$ cat config.mk
export PLATFORM = sky130hd
export DESIGN_NAME = sorter_ctrl
export DESIGN_NICKNAME = d
export VERILOG_FILES = /design/src/rtl/sorter_ctrl.sv
export SDC_FILE = /design/constraint.sdc
export NUM_CORES = 1
export LEC_CHECK = 0
export BUFFER_PORTS_ARGS = -buffer_cell sky130_fd_sc_hd__buf_2
export CORE_MARGIN = 1
export CORE_UTILIZATION = 50
export CTS_CLUSTER_DIAMETER = 100
export DETAILED_ROUTE_END_ITERATION = 12
export PLACE_DENSITY = 0.73
export RECOVER_POWER = 25
export SLEW_MARGIN = 20
export SYNTH_ARGS = -nofsm -noshare
export SYNTH_HDL_FRONTEND = slang
export SYNTH_SLANG_ARGS = --single-unit
export TNS_END_PERCENT = 100
$ cat constraint.sdc
create_clock -name clk -period 6 [get_ports clk]
set_clock_uncertainty 0.05 [all_clocks]
set_input_delay 1.2 -clock clk [delete_from_list [all_inputs] [get_ports clk]]
set_output_delay 1.2 -clock clk [all_outputs]
set_load 0.01 [all_outputs]
$ cat src/rtl/sorter_ctrl.sv
// Bubble-sort sequencing FSM for the sorter datapath; drives memory strobes, address and D1/D2 loads.
// Optional: define SORTER_EARLY_EXIT_EN to finish after the first pass that performs no swap.
module sorter_ctrl #(
    parameter int unsigned ADDR_W = 8,
    parameter int unsigned N      = 256
) (
    input  logic              clk,
    input  logic              rst,
    input  logic              start,
    input  logic              gt,
    output logic              busy,
    output logic              done,
    output logic              read_mem,
    output logic              write_mem,
    output logic              ld_d1,
    output logic              ld_d2,
    output logic              sel_wr,
    output logic              cmp,
    output logic [ADDR_W-1:0] addr
);

    typedef enum logic [2:0] {
        StIdle, StLd1, StLd2, StCmp, StWr1, StWr2, StPass, StDone
    } state_e;

    localparam logic [ADDR_W-1:0] LimInit = ADDR_W'(N - 1);

    state_e            state_q, state_d;
    logic [ADDR_W-1:0] i_q, i_d;
    logic [ADDR_W-1:0] lim_q, lim_d;
    logic              swapped_q, swapped_d;
    logic [ADDR_W:0]   i_inc;
    logic              more;
    logic              last_pass;

    // One extra bit so i+1 reaches 2**ADDR_W without wrapping when N is the full depth.
    assign i_inc = {1'b0, i_q} + {{ADDR_W{1'b0}}, 1'b1};
    assign more  = i_inc < {1'b0, lim_q};

`ifdef SORTER_EARLY_EXIT_EN
    assign last_pass = (lim_q == ADDR_W'(1)) || !swapped_q;
`else
    assign last_pass = (lim_q == ADDR_W'(1));
`endif

    always_comb begin
        state_d   = state_q;
        i_d       = i_q;
        lim_d     = lim_q;
        swapped_d = swapped_q;
        unique case (state_q)
            StIdle, StDone: begin
                if (start) begin
                    state_d   = StLd1;
                    i_d       = '0;
                    lim_d     = LimInit;
                    swapped_d = 1'b0;
                end
            end
            StLd1: state_d = StLd2;
            StLd2: state_d = StCmp;
            StCmp: begin
                if (gt) begin
                    state_d   = StWr1;
                    swapped_d = 1'b1;
                end else if (more) begin
                    state_d = StLd1;
                    i_d     = i_inc[ADDR_W-1:0];
                end else begin
                    state_d = StPass;
                end
            end
            StWr1: state_d = StWr2;
            StWr2: begin
                if (more) begin
                    state_d = StLd1;
                    i_d     = i_inc[ADDR_W-1:0];
                end else begin
                    state_d = StPass;
                end
            end
            StPass: begin
                if (last_pass) begin
                    state_d = StDone;
                end else begin
                    state_d   = StLd1;
                    lim_d     = lim_q - ADDR_W'(1);
                    i_d       = '0;
                    swapped_d = 1'b0;
                end
            end
            default: state_d = StIdle;
        endcase
    end

    // Outputs are decoded from the next state so they register in step with state_q.
    always_ff @(posedge clk) begin
        if (!rst) begin
            state_q   <= StIdle;
            i_q       <= '0;
            lim_q     <= '0;
            swapped_q <= 1'b0;
            busy      <= 1'b0;
            done      <= 1'b0;
            read_mem  <= 1'b0;
            write_mem <= 1'b0;
            ld_d1     <= 1'b0;
            ld_d2     <= 1'b0;
            sel_wr    <= 1'b0;
            cmp       <= 1'b0;
            addr      <= '0;
        end else begin
            state_q   <= state_d;
            i_q       <= i_d;
            lim_q     <= lim_d;
            swapped_q <= swapped_d;
            busy      <= (state_d != StIdle) && (state_d != StDone);
            done      <= (state_d == StDone);
            read_mem  <= (state_d == StLd1) || (state_d == StLd2);
            write_mem <= (state_d == StWr1) || (state_d == StWr2);
            ld_d1     <= (state_d == StLd1);
            ld_d2     <= (state_d == StLd2);
            sel_wr    <= (state_d == StWr1);
            cmp       <= (state_d == StCmp);
            if ((state_d == StLd1) || (state_d == StWr1)) begin
                addr <= i_d;
            end else if ((state_d == StLd2) || (state_d == StWr2)) begin
                addr <= i_d + ADDR_W'(1);
            end else begin
                addr <= '0;
            end
        end
    end

endmodule

After elaboration in Yosys (flattened, before gate mapping)
Index checks and enable logic that the tools add are counted.
W data, S select, Z words.
{ "classes": {"add_sub_neg": 3, "n_reduce_logical": 10, "magnitude_cmp": 1, "eq_ne": 17, "mux": 15} }
{ "op_table": {"columns": ["op", "n"], "rows": [
  ["$mux W8", 8],
  ["$pmux W8 S4", 1],
  ["$eq A3 B3 Y1 const B", 7],
  ["$pmux W3 S7", 1],
  ["$pmux W8 S2", 1],
  ["$eq A3 B2 Y1 const B", 4],
  ["$mux W3", 4],
  ["$add A8 B1 Y9 const B", 1],
  ["$lt A9 B8 Y1", 1],
  ["$add A8 B1 Y8 const B", 1],
  ["$eq A8 B1 Y1 const B", 1],
  ["$sub A8 B1 Y8 const B", 1],
  ["$eq A3 B1 Y1 const B", 2],
  ["$logic_or A1 B1 Y1", 4],
  ["$ne A2 B2 Y1 const B", 2],
  ["$logic_not A3 Y1", 1],
  ["$ne A3 B3 Y1 const B", 1],
  ["$reduce_and A3 Y1", 1],
  ["$reduce_bool A3 Y1", 1],
  ["$reduce_bool A2 Y1", 1],
  ["$reduce_or A2 Y1", 1],
  ["$logic_and A1 B1 Y1", 1]
]} }
{ "word_totals": {"output_inout_bits": 16, "ff_bits": 35, "input_bits": 4} }

Logic depth before layout (Yosys ltp)
{ "logic_depth": {"word_depth": 9, "depth_mapped": 17, "depth_no_buf": 16} }

Least setup slack after synthesis
No wires, ideal clock.
{ "synth_timing": {"kind": "reg2reg", "start": "register i_q[0]", "end": "register addr[7]", "stages_incl_launch_ff": 16, "setup_slack_ps": 1911, "period_less_slack_ps": 4089, "arrival_time_ps": 3924, "path_buffers": 1, "setup_time_ps": 116, "path_cell_list": "dfxtp_1 > ha_1 > nand4_2 > or2_2 > xor2_1 > inv_1 > ha_1 > a21oi_4 > o22ai_2 > or2_0 > buf_6 > or4_4 > a32oi_2 > or4b_4 > or3_1 > a31o_1"} }
{ "synth_via": {"elab_chain_cells": 9, "word_cells_on_any_way": 19, "cone_classes": "2 x add/sub; 1 x order compare; 4 x eq/ne; 10 x mux; 2 x reduce/logical"} }
{ "synth_rtl": {"columns": ["item", "line_no", "text"], "rows": [
  ["start, declared", "29", "logic [ADDR_W-1:0] i_q, i_d;"],
  ["start signal, assigned", "114", "i_q <= i_d;"],
  ["parallel branches: the longest is 8 deep, another holds $add A8 B1 Y9", null, null],
  ["$mux W8 *", "125", "if ((state_d == StLd1) || (state_d == StWr1)) begin"],
  ["end signal, assigned", "126", "addr <= i_d;"],
  ["end signal, assigned", "128", "addr <= i_d + ADDR_W'(1);"],
  ["end, declared", "19", "output logic [ADDR_W-1:0] addr"]
]} }
Mark *: on every way between the ends.
A chain may end at the register's enable or synchronous reset.

Worst setup path after layout
Same ends and word-level chain as after synthesis.

==> run_results.csv <==
group,metric,value,unit
sta,hold_violations,0,
grt,grt_start_max_net_pins,22,
cts,post_cts_buffers,0,
sta,fmax,226,MHz
cells_and_area,final_common_cell,"dfxtp_1",
critical_path,critPathKind,"reg -> reg",
grt,grt_pass1_wl,9050,um
critical_path,r2r-start,"i_q[0]$_SDFF_PN0_",
route,vias,2064,
synthesis,yosysWarnings,0,
route,routed_wl,5240,um
placement,place_ws,1.63,ns
cts,cts_max_path_buffers,2,
critical_path,required,6.13,ns
sta,slew_headroom,41.9,%
die,die_w,69,um
pwr,peakVddDrop,0.110,mV
placement,hpwl,3830,um
sta,period_minus_slack,4.42,ns
critical_path,max_stage_delay,0.61,ns
synthesis,synthCells,276,
synthesis,syn_nets,291,
outcome,status,"finished, final reports clean",
die,std_cell_rows,24,
die,io_pins,20,
die,start_util,51.9,%
route,drt_iter0_drc,177,
cts,tritoncts,"done",
worst_hold_path,worst_hold_path_type,"reg -> reg",
cts,cts_resized,0,
critical_path,startpoint_type,"flop",
synthesis,synth-seq-cells,35,
route,drtPass1Iterations,4,
pwr,p_leak,0.905,nW
cells_and_area,drive_above_1_share,11.4,%
route,vias_per_cell,6.04,
cts,clkSlewWorstSetupHoldPaths,0.07,ns
sta,setup_ws,1.58,ns
synthesis,synth_edf_count,0,
critical_path,cp_common_cell,"ha_1",
route,remaining_drc_errors,0,
cells_and_area,syn_to_final_growth,7.41,%
cts,clk_latency,0.28,ns
die,fp.dieArea,4760,um^2
route,detail-route-antenna-nets,0,
sta,final_max_slew_viol_count,0,
die,core,4320,um^2
synthesis,yosysSeqAreaShare,31.2,%
placement,placed_area,2320,um^2
synthesis,ys_async_sr_fraction,0,%
critical_path,path_cells,"ha_1 > nand4_2 > or2_2 > xor2_1 > inv_1 > ha_1 > a21oi_4 > o22ai_2 > or2_0 > or4_4 > a32oi_2 > or4b_4 > or3_1 > a31o_1",
critical_path,critPathSlowestCell,"or4_4",
pwr,p_per_area,256,nW/um^2
cells_and_area,fin_nets,304,
sta,setup_tns,0,ns
cts,hold_buffers,0,
route,avgRoutedWirePerCell,15.3,um
run,cap_violations,0,
placement,port_buffers,19,
grt,track_usage,23.2,%
cts,numCtsBuffers,5,
pwr,p_total,0.000618,W
critical_path,crit_arrival,4.55,ns
grt,grt.overflow.total,0,
cts,root_buffer,"clkbuf_8",
cells_and_area,final-instance-count-excl-fill,342,
sta,final-setup-viol-count,0,
placement,numPlacedInstances,334,
cts,clock_sinks,35,
cells_and_area,insertedDiodeCount,0,
synthesis,avgSynthCellArea,8.13,um^2
worst_hold_path,worstHoldStart,"lim_q[1]$_SDFFE_PN0P_",
cells_and_area,final_cell_mix,"dfxtp_1 (35), nor2_1 (26), nand2_1 (22)",
critical_path,cp_max_fo,9,
grt,antenna_found_initial,0,
sta,rsz0062_at_grt,"no",
sta,worst_pin_slew,0.865,ns
critical_path,endpoint_kind,"flop",
synthesis,syn_area,2240,um^2
placement,finalWeightedCongestion,0.942,
synthesis,synth_top_flop_cell,"dfxtp_1",
sta,min_period_over_period,73.7,%
cts,h-tree-depth,2,
grt,grt_pass1_vias,1952,
synthesis,synth.distinct_cells,63,
die,fp.dieH,69,um
critical_path,critical_path.startpoint,"i_q[0]$_SDFF_PN0_",
cells_and_area,final_area,2410,um^2
[cell families after synthesis]
family                   synth area share [%]
multiplexers                            0.892
XOR/XNOR                                 4.29
AO/OA/AOI/OAI                            26.7
AND/OR/NAND/NOR                          23.5
adder cells (fa/ha/maj)                  6.13
buffers and inverters                    7.25
flip-flops                               31.2
[state kept, by name, summed over array words and instances (netlist names)]
register and count:
sel_wr 1, ld_d1 1, addr 8, i_q 8
ld_d2 1, cmp 1, lim_q 8, done 1
busy 1, state_q 3, write_mem 1, read_mem 1
[worst paths after layout]
kind / endpoint / slack [ns] / cells after the start
hold reg to reg: lim_q[1]$_SDFFE_PN0P_ / 0.49 / 2
hold / removal: lim_q[1]$_SDFFE_PN0P_ / 0.49 / 2
setup / recovery: addr[7]$_SDFF_PN0_ / 1.58 / 14
setup reg to reg: addr[7]$_SDFF_PN0_ / 1.58 / 14
[area by class of cell]
class | count | area (um^2)
clock buffer | 8 | 100
fill | 439 | 1910
inverter | 20 | 75.1
multi-input combinational | 207 | 1380
sequential | 35 | 701
tap | 52 | 65.1
timing repair buffer | 20 | 88.8
[metal layers]
metal  wire length, um  GRT usage (%)  share of wire [%]  vias up
li1                  -              -                  -     1029
met1              2480           31.3                 47      976
met2              2410           36.9                 46       51
met3               287           5.41                5.5        8
met4                66           6.80                1.3        0
met5                 0              0                  0        -
[per-stage QoR]
| stage | utilization (%) | hold WS (ns) |
|---|---|---|
| 2_1_floorplan | - | 0.439 |
| 4_1_cts | 56.1 | 0.491 |
| 3_5_place_dp | 53.8 | 0.482 |
| 3_3_place_gp | 53.8 | 0.458 |
| 6_report | 55.8 | 0.488 |
| 5_1_grt | 55.8 | 0.506 |
[power by group]
group / internal (W) / leakage [nW] / total (W) / switching, W
combinational: 0.0000559 / 0.568 / 0.000155 / 0.0000990
sequential: 0.000251 / 0.286 / 0.000276 / 0.0000255
clock: 0.000105 / 0.0515 / 0.000186 / 0.0000817
[Yosys cell counts (2+ instances only)]
cell,count,area (um^2)
nor3_1,8,40.0
and2_1,3,18.8
xnor2_1,7,61.3
a311oi_1,5,43.8
o31ai_1,3,22.5
nand2b_1,7,43.8
nor2_1,26,97.6
o311ai_0,3,26.3
ha_1,11,138
inv_1,19,71.3
dfxtp_1,35,701
a31oi_1,4,25.0
buf_6,3,33.8
nor4_1,5,31.3
nand2_1,22,82.6
a21o_1,2,15.0
xor2_1,4,35.0
nor2b_1,3,18.8
mux2i_1,2,20.0
buf_2,2,10.0
and3_2,2,15.0
or3_1,2,12.5
o22ai_1,5,31.3
o32ai_1,2,17.5
nand3_1,9,45.0
o21a_1,3,22.5
a21oi_1,18,90.1
o22ai_2,2,25.0
a32oi_1,2,17.5
clkbuf_1,7,26.3
o21ai_0,14,70.1
o41ai_1,2,17.5
a22oi_1,3,22.5
a221oi_1,2,17.5
[worst max-delay path: cells and delay by family, from the launching register on]
family / cells / cell delay, ns
DFF: 1 / 0.39
xor gates and xnor gates: 1 / 0.18
adders and majority gates: 2 / 0.59
AOI/OAI and AO/OA: 4 / 0.66
and+or+nand+nor: 6 / 2.37
buffers and inverters: 1 / 0.06
Power figures use the tool's default switching activity.
